`src/rtl/pc_redirect_unit_pkg.sv`:
```
// pc_redirect_unit_pkg: shared opcode, PC increment and branch tracker record
package pc_redirect_unit_pkg;
    localparam logic [5:0] OPC_BEQ = 6'd4;
    localparam int         PC_W    = 32;
    localparam int         PC_INC  = 4;
    typedef struct packed {
        logic            valid;
        logic            pred;
        logic [PC_W-1:0] alt_pc;
    } trk_t;
endpackage

```
`src/rtl/pred_track_slot.sv`:
```
// pred_track_slot: one in-flight branch tracker register
//   clk, rst_n : clock, async active-low reset (clears the whole record)
//   load       : capture d
//   clear      : drop the tracked branch (valid <= 0), wins over load
//   d, q       : tracker record in/out
import pc_redirect_unit_pkg::*;
module pred_track_slot (
    input  logic clk,
    input  logic rst_n,
    input  logic load,
    input  logic clear,
    input  trk_t d,
    output trk_t q
);
    always_ff @(posedge clk or negedge rst_n)
        if (!rst_n) q <= '0;
        else if (clear) q.valid <= 1'b0;
        else if (load) q <= d;
endmodule

```
`src/rtl/pc_redirect_unit.sv`:
```
// pc_redirect_unit: next-PC selection, beq prediction tracking and mispredict redirect
//   iPC, iInstruction, iPredTaken : IF-stage PC, instruction, predictor taken bit
//   iStall                        : hold IF/ID, bubble into EX
//   iZeroE                        : EX compare-equal outcome of the tracked beq
//   oNextPC, oFlush               : fetch PC and wrong-path kill
//   oUpdValid/Taken/Miss          : predictor update feedback
//   oBranchCnt, oMissCnt          : saturating resolved/mispredict counters
import pc_redirect_unit_pkg::*;
module pc_redirect_unit #(
    parameter int ADDR_W = 32,
    parameter int CNT_W  = 16
) (
    input  logic              clk,
    input  logic              rst_n,
    input  logic [ADDR_W-1:0] iPC,
    input  logic [31:0]       iInstruction,
    input  logic              iPredTaken,
    input  logic              iStall,
    input  logic              iZeroE,
    output logic [ADDR_W-1:0] oNextPC,
    output logic              oFlush,
    output logic              oUpdValid,
    output logic              oUpdTaken,
    output logic              oUpdMiss,
    output logic [CNT_W-1:0]  oBranchCnt,
    output logic [CNT_W-1:0]  oMissCnt
);
    logic              beq_if, pred_if, miss, unused_instr;
    logic [ADDR_W-1:0] seq, tgt, imm_ext, chosen, alt_if;
    trk_t              d_in, d_q, e_q;

    assign unused_instr = ^iInstruction[25:16];
    assign beq_if  = iInstruction[31:26] == OPC_BEQ;
    assign imm_ext = {{(ADDR_W-16){iInstruction[15]}}, iInstruction[15:0]};
    assign seq     = iPC + ADDR_W'(PC_INC);
    assign tgt     = seq + (imm_ext << 2);
    assign pred_if = beq_if & iPredTaken;
    assign chosen  = pred_if ? tgt : seq;
    assign alt_if  = pred_if ? seq : tgt;
    assign d_in    = '{valid: beq_if, pred: pred_if, alt_pc: PC_W'(alt_if)};

    assign miss      = e_q.valid & (iZeroE != e_q.pred);
    assign oUpdValid = e_q.valid;
    assign oUpdTaken = e_q.valid & iZeroE;
    assign oUpdMiss  = miss;
    assign oFlush    = miss;
    assign oNextPC   = miss ? ADDR_W'(e_q.alt_pc) : chosen;

    // A flush also kills the IF instruction: D is cleared rather than loaded from IF.
    pred_track_slot u_d (
        .clk(clk), .rst_n(rst_n), .load(!iStall), .clear(oFlush), .d(d_in), .q(d_q)
    );
    // A stall turns EX into a bubble, so E empties while D holds.
    pred_track_slot u_e (
        .clk(clk), .rst_n(rst_n), .load(1'b1), .clear(oFlush | iStall), .d(d_q), .q(e_q)
    );

    always_ff @(posedge clk or negedge rst_n)
        if (!rst_n) begin
            oBranchCnt <= '0;
            oMissCnt   <= '0;
        end else begin
            if (oUpdValid && !(&oBranchCnt)) oBranchCnt <= oBranchCnt + CNT_W'(1);
            if (oUpdMiss && !(&oMissCnt)) oMissCnt <= oMissCnt + CNT_W'(1);
        end
endmodule

```
`config.mk`:
```
export PLATFORM = sky130hd
export DESIGN_NAME = pc_redirect_unit
export DESIGN_NICKNAME = d
export VERILOG_FILES = /design/src/rtl/pc_redirect_unit_pkg.sv /design/src/rtl/pred_track_slot.sv /design/src/rtl/pc_redirect_unit.sv
export SDC_FILE = /design/constraint.sdc
export NUM_CORES = 1
export LEC_CHECK = 0
export CAP_MARGIN = 10
export CORE_MARGIN = 2
export CORE_UTILIZATION = 45
export CTS_CLUSTER_SIZE = 25
export DETAILED_ROUTE_END_ITERATION = 7
export GPL_TIMING_DRIVEN = 0
export PLACE_DENSITY_LB_ADDON = 0.25
export SETUP_SLACK_MARGIN = 0.05
export SLEW_MARGIN = 0
export SYNTH_ARGS = -nofsm -noshare
export SYNTH_HDL_FRONTEND = slang
export SYNTH_SLANG_ARGS = --single-unit
```
`constraint.sdc`:
```
create_clock -name clk -period 13.79 [get_ports clk]
set_input_delay 2.758 -clock clk [delete_from_list [all_inputs] [get_ports clk]]
set_output_delay 2.758 -clock clk [all_outputs]
set_load 0.02 [all_outputs]
```
==> flow_summary.ini, run 1 <==
[cts]
cts_sinks = 100
cts_resized = 0
cts_root_buf = clkbuf_16
tritoncts = done
path_clk_slew_ns = 0.06
cts_buffer_depth = 2
cts_buffers = 9
post-cts-setup-buffer-count = 0
htree_levels = 3
clk-insertion-delay-late_ns = 0.34
hold_buffers = 0

[route]
wl_per_cell_microns = 16.7
vias_per_cell = 5.59
drc = 0
dr.pass1.iters = 5
vias = 6870
drtAntennaViolNets = 0
drt-initial-drc-count = 529
wirelength_mm = 20.5

[critical_path]
rrSetupSlack_ns = 11.26
max_stage_delay_ns = 0.66
required_ns = 11.03
path_cells = clkdlybuf4s50_1, ha_1, and2_1, nand4_1, nor3_1, nand3_1, xnor2_1, ha_1, a21o_1, a2111oi_2, o22ai_4, a41oi_1, xor2_1, a221oi_1, clkdlybuf4s50_1
worst-r2r-cell-count = 7
cp.arrival_ns = 7.77
path_class = in2out
worstPathMaxFanout = 6
cp-end-kind = output pin
worst_setup_path_start_kind = input port
critPathSlowestCell = clkdlybuf4s50_1

[sta]
finalSetupTns_ns = 0
slew_headroom_pct = 28.5
hold_viol_final = 0
fin_crit_ns = 10.52
slew_violations = 0
rsz0062_at_grt = false
fin_crit_sh_pct = 76.3
skew_ns = 0.00595
setup_viol = 0
fmax_mhz = 95.0
tightest_slew_ns = 1.07

[min_path]
hold_depth = 2
hp-class = reg2reg

[yosys]
synth_area_sq_mm = 0.00715
ys.flop_type = dfrtp_1
syn_inst = 871
ys_ff_latch = 100
postSynthNetCount = 980
synth-seq-area-share_pct = 35.0
avgSynthCellArea_sq_um = 8.21
async_reset_ff_share_pct = 100
synth_cell_types = 71
synth_edf_count = 0
yosysWarnings = 0

[power_and_ir_drop]
vdd_drop_max_uv = 60.9
p_total_uw = 829
leakagePower_uw = 0.00402
p_per_area_mw_per_mm2 = 92.3

[grt]
overflow = 0
grt_pass1_vias = 6266
grt_pass1_wl_mm = 32.4
grt_usage_pct = 24.5
grt_start_max_net_pins = 56
antenna_found_initial = 0

[cells_and_area]
final_layout_size_suffix_gt1_share_pct = 4.74
areaGrowthSynthToFinish_pct = 25.6
finalNetCount = 1118
n_fill_cell = 1458
diodes = 0

[place]
routabilityCongestion = 0.893
hpwl_mm = 16.1
port_buffers = 126

[status]
outcome = completed

[job]
cap_violations = 0

[floorplanning]
io_pins = 137
initial_utilization_pct = 45.5
dieArea_sq_mm = 0.0169
coreArea_sq_mm = 0.0157
die_width_microns = 130
rows = 46
die_h_microns = 130
Yosys cell counts, types with 3 or more instances:
| cell type | instances | share of area (%) |
|---|---|---|
| o221ai_1 | 4 | 0.49 |
| ha_1 | 39 | 6.8 |
| or3_1 | 4 | 0.35 |
| inv_1 | 20 | 1.0 |
| o211ai_1 | 4 | 0.42 |
| dfrtp_1 | 100 | 35 |
| a21oi_1 | 59 | 4.1 |
| o22ai_1 | 7 | 0.61 |
| a31oi_1 | 14 | 1.2 |
| and2_1 | 13 | 1.1 |
| or2_2 | 4 | 0.35 |
| a22oi_1 | 8 | 0.84 |
| a221oi_1 | 6 | 0.73 |
| nand2_1 | 205 | 11 |
| and3_1 | 17 | 1.5 |
| clkbuf_1 | 31 | 1.6 |
| a211oi_1 | 3 | 0.31 |
| o21a_1 | 4 | 0.42 |
| o21bai_1 | 3 | 0.31 |
| nor2_1 | 71 | 3.7 |
| o31a_1 | 3 | 0.37 |
| a21o_1 | 8 | 0.84 |
| nor3_1 | 9 | 0.63 |
| nand3_1 | 36 | 2.5 |
| xnor2_1 | 44 | 5.4 |
| mux2i_1 | 7 | 0.98 |
| o21ai_1 | 12 | 0.84 |
| o21ai_0 | 27 | 1.9 |
| nand4_1 | 19 | 1.7 |
| xor2_1 | 36 | 4.4 |
| a21oi_2 | 3 | 0.37 |
| and4_1 | 4 | 0.49 |
metrics by stage:
stage,std cells,worst slack [ns],hold WS [ns],util [%],cell area (sq um)
CTS,1228,3.28,0.468,57.2,8980
detailed placement,1214,3.29,0.454,55.4,8710
global placement,1213,3.29,0.445,55.3,8680
finish,1228,3.27,0.466,57.2,8980
global route,1228,3.02,0.489,57.2,8980
floorplan,871,5.18,0.439,-,7150
critical path, delay by kind of cell:
kind | cells | cell delay [ns]
compound gates | 5 | 1.51
xor+xnor | 2 | 0.56
fa+ha+maj | 2 | 0.57
buf+inv | 2 | 1.28
simple gates | 4 | 1.08
power by group:
| group | leakage (uW) | switching [uW] | internal, uW |
|---|---|---|---|
| Sequential | 0.00128 | 23.0 | 331 |
| Combinational | 0.00261 | 133 | 99.7 |
| Clock | 0.000129 | 103 | 139 |
| Total | 0.00402 | 259 | 570 |
area by class of cell:
cell class / instances / area (sq um) / area share [%]
Inverter: 20 / 75.1 / 0.836
Tap cell: 216 / 270 / 3.01
Clock buffer: 12 / 236 / 2.63
Sequential cell: 100 / 2500 / 27.9
Timing Repair Buffer: 127 / 1290 / 14.3
Buffer: 37 / 163 / 1.81
Clock inverter: 2 / 37.5 / 0.418
Multi-Input combinational cell: 714 / 4410 / 49.1
sequential cells by signal, indices dropped and copies added, names as in the netlist:
register    flops
oBranchCnt     16
oMissCnt       16
u_d.q          34
u_e.q          34
placed cells by master, fill, tap and decap left out, types with 4 or more instances in the layout:
cell             Yosys  layout
a21o_1               8       8
a21oi_1             59      59
a221oi_1             6       6
a22oi_1              8       8
a31oi_1             14      14
and2_1              13      13
and3_1              17      17
and4_1               4       4
clkbuf_1            31      34
clkbuf_16            0       9
clkdlybuf4s50_1      0     125
dfrtp_1            100     100
ha_1                39      39
inv_1               20      20
mux2i_1              7       7
nand2_1            205     205
nand3_1             36      36
nand4_1             19      19
nor2_1              71      71
nor3_1               9       9
o211ai_1             4       4
o21a_1               4       4
o21ai_0             27      27
o21ai_1             12      12
o221ai_1             4       4
o22ai_1              7       7
or2_2                4       4
or3_1                4       4
xnor2_1             44      44
xor2_1              36      36
final timing paths:
path / startpoint / to
setup / recovery: iPC[2] / oNextPC[29]
hold / removal: u_d.q[10]$_DFFE_PN0P_ / u_e.q[10]$_DFFE_PN0P_
setup reg to reg: u_e.q[32]$_DFFE_PN0P_ / u_d.q[29]$_DFFE_PN0P_
hold reg to reg: u_d.q[10]$_DFFE_PN0P_ / u_e.q[10]$_DFFE_PN0P_
max in group asynchronous: rst_n / u_e.q[0]$_DFFE_PN0P_
min in group asynchronous: rst_n / oMissCnt[4]$_DFFE_PN0P_
cells by family (layout without fill, tap and decap cells):
logic type,count (synthesis),in the layout,share of synthesized area [%]
and+or+nand+nor,393,393,24.4
AOI/OAI and AO/OA,191,191,18.7
buffers and inverters,57,198,3.32
muxes,8,8,1.14
xor gates and xnor gates,82,82,10.4
adders and majority gates,40,40,7.10
DFF,100,100,35.0
layer usage:
| layer | vias up | global-route usage [%] | routed length [microns] |
|---|---|---|---|
| met1 | 3234 | 35.2 | 9390 |
| met3 | 39 | 2.26 | 1240 |
| met5 | - | 0 | 0 |
| met4 | 0 | 9.42 | 529 |
| met2 | 266 | 38.3 | 9310 |
| li1 | 3331 | - | - |
(Power assumes the default switching activity.)
==> run 2: changes to the inputs <==
clock period = 9.4 ns   (was 13.79 ns; I/O delays follow)
==> results of run 2 <==
The final DEF is identical to that of run 1. Status: completed.
Main changes from that run: setup slack after placement 3.29 ns -> 0.660 ns; setup slack after layout 3.27 ns -> 0.632 ns; register-to-register setup slack 11.26 ns -> 6.87 ns; total power 829 uW -> 1220 uW; worst IR drop on VDD 60.9 uV -> 89.4 uV
==> run 3: changes to the inputs <==
CORE_UTILIZATION = 48   (was 45)
==> run 3 against run 2 <==
  * Combinational power about the same
  * Global-route usage increased by 1.0 points
  * Count of clock-buffer cells in the layout decreased by 3
  * Critical path type unchanged
  * Setup slack improved by 0.076 ns
==> flow_summary.ini, run 3 (synthesis gave the netlist of run 1 again) <==
[status]
outcome = completed

[cells_and_area]
finalNetCount = 1118
diodes = 0
n_fill_cell = 1305
reg_top3 = u_d.q: 34 flops, u_e.q: 34 flops
mostFrequentLayoutCells = nand2_1, clkdlybuf4s50_1, dfrtp_1, nor2_1, a21oi_1
final_area_sq_mm = 0.00894
areaGrowthSynthToFinish_pct = 25.1
final_layout_size_suffix_gt1_share_pct = 5.23
final_common_cell = nand2_1
stdcell_count = 1198

[route]
drt-initial-drc-count = 538
wl_per_cell_microns = 17.0
vias_per_cell = 5.73
dr.pass1.iters = 5
wirelength_mm = 20.3
drc = 0
drtAntennaViolNets = 0
vias = 6861

[min_path]
min-delay-start = u_d.q[20]$_DFFE_PN0P_
hp-class = reg2reg
hold_end = u_e.q[20]$_DFFE_PN0P_
hold_depth = 2

[floorplanning]
die_h_microns = 126
rows = 44
initial_utilization_pct = 49.2
die_width_microns = 126
io_pins = 137
dieArea_sq_mm = 0.0159
coreArea_sq_mm = 0.0145

[power_and_ir_drop]
leakagePower_uw = 0.00402
p_per_area_mw_per_mm2 = 135
vdd_drop_max_uv = 72.6

[critical_path]
path_class = in2out
worst_setup_path_start_kind = input port
worst-r2r-cell-count = 7
r2r-end = u_d.q[29]$_DFFE_PN0P_
cp.arrival_ns = 6.81
r2r_start = u_e.q[32]$_DFFE_PN0P_
worstPathMaxFanout = 6
required_ns = 7.52
rrSetupSlack_ns = 6.91
cp-end-kind = output pin

[place]
place_inst = 1182
placed_cell_area_sq_mm = 0.00867
port_buffers = 126
hpwl_mm = 15.8
routabilityCongestion = 0.912

[sta]
fin_crit_ns = 8.69
fin_crit_sh_pct = 92.5
fmax_mhz = 115
hold_viol_final = 0
setup_viol = 0
tightest_slew_ns = 1.05
rsz0062_at_grt = false
slew_headroom_pct = 29.8
skew_ns = 0.00660
finalSetupTns_ns = 0
slew_violations = 0

[cts]
cts_buffers = 9
post-cts-setup-buffer-count = 0
clk-insertion-delay-late_ns = 0.35
cts_resized = 0
cts_root_buf = clkbuf_16
cts_buffer_depth = 2
tritoncts = done
cts_sinks = 100
path_clk_slew_ns = 0.07
hold_buffers = 0
htree_levels = 3

[grt]
grt_start_max_net_pins = 73
overflow = 0
antenna_found_initial = 0
grt_pass1_wl_mm = 32.7
grt_usage_pct = 25.5
grt_pass1_vias = 6459

[job]
cap_violations = 0
[run 3: cell count changes in the layout (fill, tap and decap cells not counted)]
| cell | change |
|---|---|
| inv_6 | +1 |
| inv_8 | +1 |
| clkinvlp_4 | +1 |
| clkbuf_1 | -3 |
| clkinv_2 | +3 |
| bufinv_16 | -1 |
[run 3: routing by layer]
layer | up-vias | wire length (microns) | global-route usage [%]
li1 | 3334 | - | -
met1 | 3251 | 9280 | 36.4
met2 | 248 | 9290 | 39.9
met3 | 28 | 1250 | 2.97
met4 | 0 | 507 | 9.70
met5 | - | 0 | 0
[run 3: where the power goes]
| part | internal [uW] | switching [uW] | leakage, uW | total [uW] |
|---|---|---|---|---|
| sequential | 486 | 33.7 | 0.00128 | 519 |
| clock | 181 | 169 | 0.000134 | 350 |
| combinational | 146 | 196 | 0.00261 | 343 |
[run 3: layout make-up]
type,instances,area [sq um],share of cell area (%)
inverter,20,75.1,0.839
timing repair buffer,127,1290,14.4
tap,184,230,2.57
buffer,37,163,1.82
clock buffer,9,225,2.52
multi-input combinational,714,4410,49.3
clock inverter,7,50.0,0.560
sequential,100,2500,28.0
[run 3: per-stage QoR]
stage	setup WS [ns]	hold WS [ns]	power, uW	utilization [%]
6_report	0.708	0.468	1210	61.5
5_1_grt	0.464	0.482	1270	61.5
4_1_cts	0.678	0.464	1210	61.5
3_5_place_dp	0.694	0.454	864	59.6
3_3_place_gp	0.717	0.445	854	59.5
2_1_floorplan	2.55	0.439	737	-
[run 3: worst max path at each step]
stage,startpoint,cells after the start,to,slack [ns]
after floorplan,iPC[2],13,oNextPC[29],2.55
after global placement,iPC[2],15,oNextPC[29],0.72
after detailed placement,iPC[2],15,oNextPC[29],0.69
after CTS,iPC[2],15,oNextPC[29],0.68
after global routing,iPC[2],15,oNextPC[29],0.46
final,iPC[2],15,oNextPC[29],0.71
[run 3: critical path, cell delays in order]
cell	delay, ns
clkdlybuf4s50_1	0.60
ha_1	0.18
and2_1	0.15
nand4_1	0.22
nor3_1	0.52
nand3_1	0.17
xnor2_1	0.42
ha_1	0.38
a21o_1	0.28
a2111oi_2	0.47
o22ai_4	0.17
a41oi_1	0.29
xor2_1	0.14
a221oi_1	0.27
clkdlybuf4s50_1	0.65
